`src/rtl/full_st0_out_ctrl_data_tx.sv`:
```
// full_st0_out_ctrl_data_tx: buffers pipeline results into slots and replays
// each completed slot downstream as a first/last-flagged ready/valid burst.
module full_st0_out_ctrl_data_tx #(
    parameter int DATA_W = 32,
    parameter int WORD_W = 3,
    parameter int SLOT_W = 3
) (
    input  logic              clk,
    input  logic              reset,
    input  logic [WORD_W-1:0] load_length,
    input  logic [SLOT_W-1:0] load_depth,
    input  logic              result_vld,
    input  logic [DATA_W-1:0] result_data,
    output logic              result_rdy,
    output logic [DATA_W-1:0] out_data,
    output logic              out_fst,
    output logic              out_lst,
    output logic              out_vld,
    input  logic              out_rdy,
    output logic [SLOT_W:0]   occupancy,
    output logic              tx_busy
);
    typedef enum logic [1:0] {IDLE, SEND, DRAIN} state_t;

    logic [DATA_W-1:0] mem [2**(SLOT_W+WORD_W)];
    state_t            state;
    logic [WORD_W-1:0] wr_word, rd_word;
    logic [SLOT_W-1:0] wr_slot, rd_slot;
    logic [SLOT_W:0]   capacity;
    logic              accept, complete, rel, load;

    assign capacity   = {1'b0, load_depth} + (SLOT_W+1)'(1);
    assign result_rdy = occupancy != capacity;
    assign accept     = result_vld & result_rdy;
    assign complete   = accept & (wr_word == load_length);
    assign rel        = (state == DRAIN) & out_vld & out_rdy & out_lst;
    // rd_word is 0 whenever IDLE, so one load path serves both IDLE and SEND
    assign load       = (state == IDLE && occupancy != '0) || (state == SEND && out_rdy);
    assign tx_busy    = state != IDLE;

    always_ff @(posedge clk)
        if (accept) mem[{wr_slot, wr_word}] <= result_data;

    always_ff @(posedge clk) begin
        if (reset) begin
            wr_word   <= '0;
            wr_slot   <= '0;
            occupancy <= '0;
        end else begin
            if (accept) wr_word <= complete ? '0 : wr_word + 1'b1;
            if (complete) wr_slot <= (wr_slot == load_depth) ? '0 : wr_slot + 1'b1;
            occupancy <= occupancy + (SLOT_W+1)'(complete) - (SLOT_W+1)'(rel);
        end
    end

    always_ff @(posedge clk) begin
        if (reset) begin
            state    <= IDLE;
            rd_word  <= '0;
            rd_slot  <= '0;
            out_data <= '0;
            out_fst  <= 1'b0;
            out_lst  <= 1'b0;
            out_vld  <= 1'b0;
        end else begin
            if (load) begin
                out_data <= mem[{rd_slot, rd_word}];
                out_fst  <= rd_word == '0;
                out_lst  <= rd_word == load_length;
                out_vld  <= 1'b1;
                rd_word  <= rd_word + 1'b1;
                state    <= (rd_word == load_length) ? DRAIN : SEND;
            end
            if (rel) begin
                out_vld <= 1'b0;
                rd_word <= '0;
                rd_slot <= (rd_slot == load_depth) ? '0 : rd_slot + 1'b1;
                state   <= IDLE;
            end
        end
    end
endmodule

```
`config.mk`:
```
export PLATFORM = sky130hd
export DESIGN_NAME = full_st0_out_ctrl_data_tx
export DESIGN_NICKNAME = d
export VERILOG_FILES = /design/src/rtl/full_st0_out_ctrl_data_tx.sv
export SDC_FILE = /design/constraint.sdc
export NUM_CORES = 2
export LEC_CHECK = 0
export BUFFER_PORTS_ARGS = -buffer_cell sky130_fd_sc_hd__buf_2
export CAP_MARGIN = 10
export CORE_MARGIN = 2
export CORE_UTILIZATION = 50
export DETAILED_ROUTE_END_ITERATION = 16
export PLACE_DENSITY = 0.7
export SYNTH_ARGS = -nofsm -noshare
export SYNTH_HDL_FRONTEND = slang
export SYNTH_SLANG_ARGS = --single-unit
```
`constraint.sdc`:
```
create_clock -name clk -period 9.45 [get_ports clk]
set_input_delay 0.945 -clock clk [delete_from_list [all_inputs] [get_ports clk]]
set_output_delay 0.945 -clock clk [all_outputs]
set_load 0.005 [all_outputs]
```
Word-level counts from Yosys, hierarchy flattened:

Memory sizes are Yosys's and may differ from the RTL's. A register that Yosys moved wholly into a read port is not among the register bits.
Index checks and enable logic that the tools add are counted.
W data, S select, Z words.

* add/subtract/negate cells: 7
* muxes and demuxes: 6
* bitwise logic cells: 5
* reductions and logical operators: 8
* equal/unequal tests: 7

Operators by type and width (count)
* $add A3 B1 Y3 const B: 4
* $eq A3 B3 Y1: 4
* $mux W3: 3
* $and A1 B1 Y1: 5
* $add A3 B1 Y4 const B: 1
* $add A4 B1 Y4: 1
* $ne A4 B4 Y1: 1
* $reduce_bool A4 Y1: 1
* $sub A4 B1 Y4: 1
* $logic_not A3 Y1: 1
* $eq A2 B1 Y1 const B: 1
* $eq A2 B2 Y1 const B: 1
* $logic_and A1 B1 Y1: 2
* $logic_not A2 Y1: 1
* $mux W1: 2
* $mux W2: 1
* $reduce_bool A2 Y1: 1
* $reduce_or A2 Y1: 1
* $logic_or A1 B1 Y1: 1

* memory bits (writable): 2048
* register bits: 21
* input port bits: 42
* logic and storage cells: 43
* memories kept: 1
* output and inout bits: 41

Memories
* mem: depth 64, width 32, rd ports 1, clocked after Yosys merged registers in 1, wr ports 1, RTL line 25 `logic [DATA_W-1:0] mem [2**(SLOT_W+WORD_W)];`

Longest topological paths before layout:

* depth in word-level cells: 6
* depth in mapped cells: 13
* depth with buffers taken out: 13

Worst setup path after synthesis:

OpenSTA, ideal clock, no wires.

* kind: input port to flip-flop
* start point: input port load_depth[0]
* end point: memory mem[25][0], enable pin
* stages on the path: 8
* path slack: 5.238 ns
* buffers on the path: 1
* arrival: 3.791 ns
* library setup time: 0.421 ns
* data required time: 9.029 ns
* path through: ha_1 > xor2_1 > o211a_1 > o211a_1 > inv_1 > clkbuf_1 > nand4_1 > nor2_1

* word-level cells in the longest chain between the ends: 5

RTL lines
* start, declared: RTL line 11 `input logic [SLOT_W-1:0] load_depth,`
* $add A3 B1 Y4: RTL line 32 `assign capacity = {1'b0, load_depth} + (SLOT_W+1)'(1);`
* $ne A4 B4 Y1: RTL line 33 `assign result_rdy = occupancy != capacity;`
* named net result_rdy: RTL line 14 `output logic result_rdy,`
* $and A1 B1 Y1: RTL line 34 `assign accept = result_vld & result_rdy;`
* $mux W1: RTL line 42 `if (accept) mem[{wr_slot, wr_word}] <= result_data;`
* $mux W1 (implied by the code): RTL line 42
* end, declared: RTL line 25

The timed path passes the listed nets, and every way through them passes these cells.

==> results.md <==
- The run finished with clean final reports.
- The cell area after synthesis is about 80000 um^2.
- After filler insertion, the fill cell instance count of the layout stands at 11590.
- The vertical die dimension is approximately 400 um.
- The part of the cycle the worst path needs is 0.4459.
- The placeable core area is 160000 um^2.
- The net switching component of the power is approximately 4.7 mW.
- The time the worst path needs with I/O delays and setup is between 4000 and 5000 ps.
- Counting tap cells, the placed design contains a total of approximately 5700 instances.
- Once layout is complete, the cells apart from fillers number about 6100.
- The top cell type by total area after synthesis is sky130_fd_sc_hd__edfxtp_1.
- The post-CTS setup-driven buffer insertion count is 0.
- The share of total power dissipated in sequential elements is 0.512.
- Across the whole layout, storage elements account for ~63000 um^2.
- Before antenna repair, the detailed router went through 6 iterations.
- The type of element capturing the critical path is a register.
- For this design the ratio of total power to cell area is between 200 and 250 nW/um^2.
- The routed layout has 40010 vias.
- The first-pass GRT wire length is 297500 um.
- The number of H-tree levels is 4.
- The die covers 163900 um^2.
- The sequential cell area fraction in the yosys report is 0.7788.
- Dividing the synthesized area by the synthesized cell count gives around 22 um^2.
- For the worst setup path, the data required time is 10230 ps.
- The worst hold path class is input pin to register.
- The horizontal die dimension is about 400 um.
- The post-synthesis sequential element count is around 2100.
- In this run the remaining antenna-violating nets after routing total 0.
- After clock tree synthesis, the clock-pin slew on the worst setup and hold paths is about 70 ps.
- The number of flops mapped to enable cells by yosys is slightly above 2000.
- On the final layout, the worst hold slack is roughly 530 ps.
- For this run, design rule violations remaining after detail routing come to 0.
- The headroom to the max-slew limit is 0.1057.
- The final count of pins violating max slew was 0.
- The share of total power dissipated in combinational logic is 0.102.
- The slack of the critical path is around 5200 ps.
- The cell sitting at the root of the clock tree is a sky130_fd_sc_hd__clkbuf_16.
- The class of the most critical setup path is register to register.
- The final-report setup violation count is 0.
- The static leakage power is 27.24 nW.
- The worst setup path is launched from a register.
- TritonCTS created around 200 clock buffers.
- For this design, the CTS-stage hold fixing added 0 buffers.
- For this configuration, the core starts out at a cell density of 0.5020.
- Of the total power, the clock network draws 0.386.
- The worst supply voltage drop on vdd is around 220 uV.
- The tool flagged a number of max-cap violations equal to 0.
- Before CTS, the worst setup slack after placement is around 4600 ps.
- Internal power comes to 15.58 mW.
- The later-pin clock latency in the skew report is 850 ps.
- The via count of the first global-routing pass is a little under 40000.
- The slew at the pin closest to its max-slew limit is ~1300 ps.
- Summed over all layers, the global routing overflow is 0.
- The number of core rows is roughly 150.
- The via density per instance is 6.549.
- The post-route setup TNS is 0 ps.
- In the final layout, the share of cells above drive strength 1 is 0.2384.
- The number of nets in the final layout is 3897.
- In the final layout, the multi-input gates occupy about 17000 um^2.
- The count of instances resized after the clock tree is built is 0.
- Timing would allow up to between 0.2 and 0.25 GHz.
- The overall power is just over 20 mW.
- The cell with the most instances after synthesis is sky130_fd_sc_hd__edfxtp_1.
- TritonCTS built the clock tree.
- For this run, the total global-route usage over all layers was measured as 0.2618.
- In the synthesized netlist, the cells that appear most often are sky130_fd_sc_hd__edfxtp_1 (2048), sky130_fd_sc_hd__mux4_2 (435), sky130_fd_sc_hd__mux2i_1 (190).
- The wire length per cell after detailed routing is 35.01 um.
- The total nets after synthesis is approximately 3800.
- The number of hold-slack violations in the final timing report is 0.
- The detailed-placement wirelength estimate is 122200 um.
- Ranked by total cell area, the synthesized netlist is headed by sky130_fd_sc_hd__edfxtp_1 (77%), sky130_fd_sc_hd__mux4_2 (12%), sky130_fd_sc_hd__mux2i_1 (2.4%).
- The routed wire length is 213900 um.
- The count of different cell masters after synthesis is 58.
- Of the total power, the share spent switching nets is 0.2333.
- In the synthesized netlist the async set-or-reset flop fraction comes to 0.
- For this run, the number of Yosys warnings is 0.
- The clock sink total is ~2100.
- The setup slack on the worst flop-to-flop path is about 5200 ps.
- Entering global routing, the biggest net connects 120 pins.
- Counting along the longest clock path gives a buffer depth of 3.
- Data on the critical path arrives at its endpoint at 5000 ps.
- Compared with the post-synthesis result, the final layout area differs by 11.83%.
- Counting every instance in the synthesized netlist gives between 3000 and 4000.
- For this block, the initial DRC count from the detailed router was about 6400.
- The initial antenna violation count was 13.
- Pin placement for this block handled 83 I/O pins.
- Of the post-synthesis cell area, the dominant cell type holds 0.7656.
- Among all flip-flop cells after synthesis, the most frequent one is sky130_fd_sc_hd__edfxtp_1.
- Setup repair after global routing left no endpoint under its margin.
- At the end of routability-driven placement, the weighted congestion stood at 0.9292.
- The maximum clock skew at final layout is between 20 and 30 ps.
- Along the worst path, the maximum fanout reaches 42.
- The number of buffer cells added on primary ports is ~80.
-- kinds of logic (layout without fill, tap and decap cells) --
| family | Yosys count | in the layout | share of synthesized area |
|---|---|---|---|
| flops | 2101 | 2101 | 0.7788 |
| mux | 628 | 628 | 0.1461 |
| compound gates | 443 | 443 | 0.04039 |
| simple gates | 271 | 271 | 0.01583 |
| buf+inv | 233 | 544 | 0.01492 |
| xor+xnor | 19 | 19 | 0.002072 |
| fa+ha+maj | 12 | 12 | 0.001963 |
| other cells | 0 | 6 | 0 |
-- per-stage QoR --
stage | util | cell area (um^2)
finish | 0.5614 | 89830
global placement | 0.5213 | 83420
detailed placement | 0.5213 | 83420
floorplan | - | 80330
CTS | 0.5613 | 89820
global route | 0.5613 | 89820
-- area by class of cell --
class                      instances  area share
inverter                          16   0.0006685
clock buffer                     266     0.05996
multi-input combinational       1373      0.1906
timing repair buffer             150     0.01170
antenna                            6   0.0001671
sequential                      2101      0.6966
tap                             2086     0.02905
clock inverter                   112     0.01131
-- path summary, 6_finish.rpt --
check,from,to,cells past startpoint
max,rd_word[2]$_SDFFE_PP0P_,out_data[19]$_SDFFE_PP0P_,7
min,result_vld,wr_word[1]$_SDFFE_PP0P_,3
min reg2reg,state[0]$_SDFFE_PP0P_,state[0]$_SDFFE_PP0P_,2
max reg2reg,rd_word[2]$_SDFFE_PP0P_,out_data[19]$_SDFFE_PP0P_,7
-- power by group through the flow --
stage / clock network (mW) / logic, mW / registers, mW
global placement: 0 / 2.06 / 10.6
global route: 8.25 / 2.19 / 10.4
detailed placement: 0 / 2.08 / 10.6
finish: 7.85 / 2.08 / 10.4
floorplan: 0 / 1.45 / 10.5
CTS: 7.90 / 2.09 / 10.4
-- critical path, cell delays in order (launching register included) --
cell and delay, ps:
sky130_fd_sc_hd__dfxtp_4 600, sky130_fd_sc_hd__buf_4 750, sky130_fd_sc_hd__nand2_2 590, sky130_fd_sc_hd__buf_4 480, sky130_fd_sc_hd__o22ai_1 210, sky130_fd_sc_hd__nor2_1 60
sky130_fd_sc_hd__o21ai_0 1050, sky130_fd_sc_hd__a211o_1 240
-- registers in the layout, indices dropped and copies added, names as in the netlist --
| signal | count |
|---|---|
| rd_word | 3 |
| rd_slot | 3 |
| out_lst | 1 |
| wr_word | 3 |
| occupancy | 4 |
| out_data | 32 |
| out_vld | 1 |
| out_fst | 1 |
| wr_slot | 3 |
| state | 2 |
| mem | 2048 |
-- per-layer routing --
| layer | vias to the layer above | part of all wire | GRT usage |
|---|---|---|---|
| li1 | 16020 | - | - |
| met1 | 21070 | 0.38 | 0.3881 |
| met2 | 2540 | 0.44 | 0.3789 |
| met3 | 376 | 0.14 | 0.07259 |
| met4 | 8 | 0.034 | 0.08562 |
| met5 | - | 0.00020 | 0 |
-- cells in the final DEF (no fill, tap or decap), types with 13 or more instances in the layout --
cell type	synthesis	routed
sky130_fd_sc_hd__nand3_1	23	23
sky130_fd_sc_hd__mux2i_1	190	190
sky130_fd_sc_hd__clkinv_2	0	36
sky130_fd_sc_hd__a221oi_1	15	15
sky130_fd_sc_hd__nor2_4	0	65
sky130_fd_sc_hd__buf_4	37	78
sky130_fd_sc_hd__mux4_2	435	435
sky130_fd_sc_hd__a31oi_1	20	19
sky130_fd_sc_hd__nand2_1	60	59
sky130_fd_sc_hd__a22o_1	22	22
sky130_fd_sc_hd__clkbuf_1	97	56
sky130_fd_sc_hd__inv_1	15	14
sky130_fd_sc_hd__a22oi_1	113	113
sky130_fd_sc_hd__a21oi_1	67	67
sky130_fd_sc_hd__o31ai_1	13	13
sky130_fd_sc_hd__nor3_1	14	14
sky130_fd_sc_hd__o22ai_1	51	51
sky130_fd_sc_hd__a211oi_1	13	13
sky130_fd_sc_hd__o221ai_1	66	66
sky130_fd_sc_hd__buf_2	40	65
sky130_fd_sc_hd__clkinv_1	0	42
sky130_fd_sc_hd__dfxtp_1	53	48
sky130_fd_sc_hd__nor2_1	106	39
sky130_fd_sc_hd__bufinv_16	0	14
sky130_fd_sc_hd__edfxtp_1	2048	2048
sky130_fd_sc_hd__clkbuf_16	0	203
(Power assumes the default switching activity.)
